File: config.mk
export PLATFORM = sky130hd
export DESIGN_NAME = pc_unit
export DESIGN_NICKNAME = d
export VERILOG_FILES = /design/src/rtl/pc_unit.sv
export SDC_FILE = /design/constraint.sdc
export NUM_CORES = 1
export LEC_CHECK = 0
export ABC_AREA = 1
export CAP_MARGIN = 5
export CORE_ASPECT_RATIO = 0.5
export CORE_UTILIZATION = 53
export DETAILED_ROUTE_END_ITERATION = 7
export MAX_ROUTING_LAYER = met4
export PLACE_DENSITY = 0.79
export SLEW_MARGIN = 20
export SYNTH_ARGS = -nofsm -noshare
export SYNTH_HDL_FRONTEND = slang
export SYNTH_SLANG_ARGS = --single-unit
File: constraint.sdc
create_clock -name clk -period 3.4 [get_ports clk]
set_clock_uncertainty 0.1 [all_clocks]
set_input_delay 0.51 -clock clk [delete_from_list [all_inputs] [get_ports clk]]
set_output_delay 0.51 -clock clk [all_outputs]
set_load 0.005 [all_outputs]
File: src/rtl/pc_unit.sv
`default_nettype none
// ============================================================================
// Module  : pc_unit
// Brief   : MIPS program counter with stall, circular RAS and EPC capture.
// Revision: 1.0
// ============================================================================
module pc_unit #(
    parameter int              AW           = 32,
    parameter int              DEPTH        = 4,
    parameter logic [AW-1:0]   RESET_VECTOR = '0,
    parameter logic [AW-1:0]   EXC_VECTOR   = AW'(32'h80000180)
) (
    input  logic          clk,
    input  logic          reset,
    input  logic          stall,
    input  logic          branch_taken,
    input  logic [AW-1:0] branch_target,
    input  logic          jump,
    input  logic          call,
    input  logic [AW-1:0] jump_target,
    input  logic          ret,
    input  logic          exc,
    output logic [AW-1:0] pc_o,
    output logic [AW-1:0] pc_plus4,
    output logic [AW-1:0] epc,
    output logic          ras_empty,
    output logic          ras_full,
    output logic          ras_err
);

    localparam int PW = $clog2(DEPTH);
    localparam int CW = PW + 1;

    localparam logic [CW-1:0] c_CNT_MAX = CW'(DEPTH);
    localparam logic [CW-1:0] c_CNT_ONE = CW'(1);
    localparam logic [PW-1:0] c_PTR_ONE = PW'(1);
    localparam logic [AW-1:0] c_FOUR    = AW'(4);

    logic [AW-1:0] r_pc;
    logic [AW-1:0] r_epc;
    logic [CW-1:0] r_cnt;
    logic [PW-1:0] r_top;
    logic          r_err;
    logic [AW-1:0] r_ras [DEPTH];

    logic [AW-1:0] w_pc_plus4;
    logic          w_empty;
    logic          w_full;
    logic [AW-1:0] w_nxt_pc;
    logic [AW-1:0] w_nxt_epc;
    logic [CW-1:0] w_nxt_cnt;
    logic [PW-1:0] w_nxt_top;
    logic          w_nxt_err;
    logic          w_wr_en;
    logic [PW-1:0] w_wr_idx;

    function automatic logic [AW-1:0] align4(input logic [AW-1:0] a);
        return {a[AW-1:2], 2'b00};
    endfunction

    assign w_pc_plus4 = r_pc + c_FOUR;
    assign w_empty    = (r_cnt == '0);
    assign w_full     = (r_cnt == c_CNT_MAX);

    always_comb begin
        w_nxt_pc  = r_pc;
        w_nxt_epc = r_epc;
        w_nxt_cnt = r_cnt;
        w_nxt_top = r_top;
        w_nxt_err = r_err;
        w_wr_en   = 1'b0;
        w_wr_idx  = r_top;

        if (exc) begin
            w_nxt_pc  = EXC_VECTOR;
            w_nxt_epc = r_pc;
        end else if (!stall) begin
            if (ret) begin
                if (w_empty) begin
                    // Return with nothing to return to is trapped like an exception.
                    w_nxt_pc  = EXC_VECTOR;
                    w_nxt_epc = r_pc;
                    w_nxt_err = 1'b1;
                end else begin
                    w_nxt_pc = align4(r_ras[r_top]);
                    if (call) begin
                        w_wr_en = 1'b1;
                    end else begin
                        w_nxt_top = r_top - c_PTR_ONE;
                        w_nxt_cnt = r_cnt - c_CNT_ONE;
                    end
                end
            end else if (call) begin
                // A push on a full stack silently overwrites the oldest entry.
                w_wr_en   = 1'b1;
                w_wr_idx  = r_top + c_PTR_ONE;
                w_nxt_top = r_top + c_PTR_ONE;
                if (!w_full) begin
                    w_nxt_cnt = r_cnt + c_CNT_ONE;
                end
                w_nxt_pc = align4(jump_target);
            end else if (jump) begin
                w_nxt_pc = align4(jump_target);
            end else if (branch_taken) begin
                w_nxt_pc = align4(branch_target);
            end else begin
                w_nxt_pc = w_pc_plus4;
            end
        end
    end

    always_ff @(posedge clk or negedge reset) begin
        if (!reset) begin
            r_pc  <= RESET_VECTOR;
            r_epc <= '0;
            r_cnt <= '0;
            r_top <= '0;
            r_err <= 1'b0;
        end else begin
            r_pc  <= w_nxt_pc;
            r_epc <= w_nxt_epc;
            r_cnt <= w_nxt_cnt;
            r_top <= w_nxt_top;
            r_err <= w_nxt_err;
        end
    end

    // Entry contents are meaningless while the count is zero, so no reset.
    always_ff @(posedge clk) begin
        if (w_wr_en) begin
            r_ras[w_wr_idx] <= w_pc_plus4;
        end
    end

    assign pc_o      = r_pc;
    assign pc_plus4  = w_pc_plus4;
    assign epc       = r_epc;
    assign ras_empty = w_empty;
    assign ras_full  = w_full;
    assign ras_err   = r_err;

endmodule
`default_nettype wire

==> run metrics <==
Placed Cells incl. Taps=1,352; Worst-path clk slew=0.07 ns; vias in the first global route=7,222; CP arrival=2.68 ns; Hold Violations, Final=0; CP top delay family=simple AND/OR/NAND/NOR gates; r2r setup slk=1.02 ns; Crit path required time=2.79 ns; root buf cell=clkbuf_16; GRT met1 Usage=0.4987; R2R cell count=6; RSZ-0062 raised after global routing=no; post-route ant nets=0; first-iteration detailed-routing DRC count=985; relative slew slack=0.5674; Max Buffers Root-to-Sink=2; sequential share of the synthesized area=0.5768; GR Overflow Total=0; Setup TNS=0 ns; Worst-Skew Late Latency=0.44 ns; FMAX=0.3042 GHz; TritonCTS clock tree=done; routed vias=7,842; total global-route track usage=0.3368; Register Area=5258 um2; Cell variety after synth=43; fillers=1,263; DIE AREA=17,750 um2; Syn-to-layout area delta=27.18%; syn avg cell area=9.269 um2; CP max stage delay=0.55 ns; Multi-input gate area=3254 um2; Startpoint Class=flip-flop; initial antenna violation count=2; final cycle utilization of the critical path=0.9667; r2r startpoint=r_top[1]$_DFFE_PN0P_; DR pass1 iterations=5; Leak=4.718 nW; worst-path maximum fanout=6; EDFF count, synth=120; final setup fails=0; global routing usage on met3=0.08101; fin nets=1,221; # rows=33; Initial Util=0.5489; Int Power=4.757 mW; Cell Pwr Density=644.0 nW/um2; Post-Route WL=28,210 um; final period demand of the worst path=3.287 ns; Critical path buffers and inverters=2; largest net degree at the start of global routing=43; maximum VDD drop=0.0003867 V; post-DP HPWL=19,950 um; Logic pwr share=0.332; Hold Crit Start=epc[3]$_DFFE_PN0P_; Die X=187.4 um; CTS Buf Count=17; Slew @ Worst Pin=0.6482 ns; Net Sw Frac=0.3625; Die H=94.71 um; master of the slowest instance on the critical path=clkdlybuf4s50_1; met2 Track Usage GR=0.4576; final std cells w/o fill=1,387; routability cong.=0.9870; most used cell, CP=nand2_1; layout cells sized above 1=0.09672; Cell Area, Synth=9111 um2; Cell Chain, Critical Path=nand2_1 -> nor2_4 -> nand2_1 -> nor3_1 -> nand2_1 -> nand2_1 -> nand2_1 -> inv_1 -> clkdlybuf4s50_1; Psw=2.705 mW; Worst Hold Path Cells=1; Remaining DRCs=0; I/O pin count=171; YS warnings=0; asr flop ratio synth=0.3548; part of the power in registers=0.401; worst hold path class=flip-flop to flip-flop; vias per inst=5.654; CTS H-tree lvls=4; Slew Limit Fails=0; I/O Buffers=160; hold worst-path end=epc[3]$_DFFE_PN0P_; synthesized flop and latch total=186; DR WL/cell=20.34 um; status=finished clean; GR peak layer=met1; CP Capture Type=primary output; Syn Inst Count=983; Post-synth top flop=edfxtp_1; CTS Sinks=186; first-pass GRT wire length=42,010 um; final total power=7.462 mW; clock share of power=0.267; # Max-Cap Violations=0; reg2reg end=pc_o[11]$_DFFE_PN0P_; core box area=16,600 um2; critical path class=flip-flop to primary output
through the flow:
| stage | area, um2 | util | hold WS [ns] | setup WS (ns) |
|---|---|---|---|---|
| after floorplan | 9130 | - | 0.1144 | 0.3142 |
| after global placement | 10970 | 0.6608 | 0.3888 | 0.4247 |
| after detailed placement | 10970 | 0.6608 | 0.3955 | 0.3583 |
| after CTS | 11560 | 0.6964 | 0.4111 | 0.05998 |
| after global routing | 11590 | 0.6981 | 0.4129 | 0.001556 |
| final | 11590 | 0.6981 | 0.4043 | 0.1132 |
how the worst max path moves through the flow:
stage                                    start                endpoint  slack [ns]  depth (start not counted)
after detailed placement                 stall   r_ras[3][3]$_DFFE_PP_        0.36                          9
final                     pc_o[10]$_DFFE_PN0P_            pc_plus4[24]        0.11                          9
after CTS                  pc_o[2]$_DFFE_PN0P_            pc_plus4[10]        0.06                          7
after floorplan                            exc  r_ras[2][10]$_DFFE_PP_        0.31                          7
after global placement                   stall   r_ras[3][3]$_DFFE_PP_        0.42                          9
after global routing      pc_o[17]$_DFFE_PN0P_            pc_plus4[29]       0.002                          9
power by group through the flow:
stage          combinational [mW]  clock (mW)  sequential [mW]
5_1_grt                      2.68        2.10             3.02
4_1_cts                      2.43        2.01             2.98
3_5_place_dp                 2.39           0             3.02
6_report                     2.48        1.99             2.99
3_3_place_gp                 2.33           0             3.01
2_1_floorplan                1.24           0             2.96
cell usage after synthesis (all sizes together), types with 2 or more instances:
| cell | number | area [um2] |
|---|---|---|
| a21o | 3 | 22.52 |
| a21oi | 55 | 275.3 |
| buf | 23 | 156.4 |
| clkbuf | 29 | 158.9 |
| dfrtp | 66 | 1652 |
| edfxtp | 120 | 3603 |
| ha | 3 | 37.54 |
| inv | 85 | 319.1 |
| mux2 | 8 | 90.09 |
| nand2 | 197 | 762.0 |
| nand3 | 33 | 192.7 |
| nand4 | 3 | 18.77 |
| nor2 | 175 | 733.2 |
| nor3 | 2 | 10.01 |
| o211ai | 5 | 37.54 |
| o21ai | 116 | 584.3 |
| o21bai | 3 | 33.78 |
| o221ai | 4 | 35.03 |
| o22ai | 28 | 175.2 |
| or2 | 2 | 12.51 |
| xnor2 | 4 | 35.03 |
| xor2 | 12 | 105.1 |
area by class of cell:
type / count / area share
diodes: 2 / 0.0004319
clock buffers: 17 / 0.03671
clock inverters: 15 / 0.01350
inverters: 86 / 0.02786
multi-input cells: 663 / 0.2809
flip-flops and latches: 186 / 0.4537
well taps: 227 / 0.02451
repair buffers: 191 / 0.1624
placed cells by master, fill, tap and decap left out, types with 28 or more instances in the layout:
cell type	n
nand3_1	29
dfrtp_1	64
inv_1	82
o22ai_1	28
o21ai_0	106
a21oi_1	55
nor2_1	158
clkdlybuf4s50_1	159
nand2_1	186
edfxtp_1	120
registers in the layout, summed over array words and instances (netlist names):
name     flops
pc_o        30
epc         30
r_top        2
ras_err      1
r_cnt        3
r_ras      120
cells by family after synthesis:
family / Yosys count / share of synthesized area
buf+inv: 139 / 0.07141
flops: 186 / 0.5768
mux: 8 / 0.009888
xor+xnor: 16 / 0.01538
fa+ha+maj: 4 / 0.006317
compound gates: 216 / 0.1294
simple gates: 413 / 0.1905
other cells: 1 / 0.0004116
per-layer routing:
| layer | wire length, um | share of wire |
|---|---|---|
| met1 | 12850 | 0.46 |
| met2 | 11840 | 0.42 |
| met3 | 3108 | 0.11 |
| met4 | 405 | 0.014 |
| met5 | 0 | 0 |
what timing repair did:
action / 4_1_cts / 5_1_grt
gates resized for setup: 0 / 7
setup endpoints to repair: 0 / 7
hold buffers: 1 / 0
endpoints found under the hold margin: 24 / 0
setup buffers: 0 / 0
(Power assumes the default switching activity.)
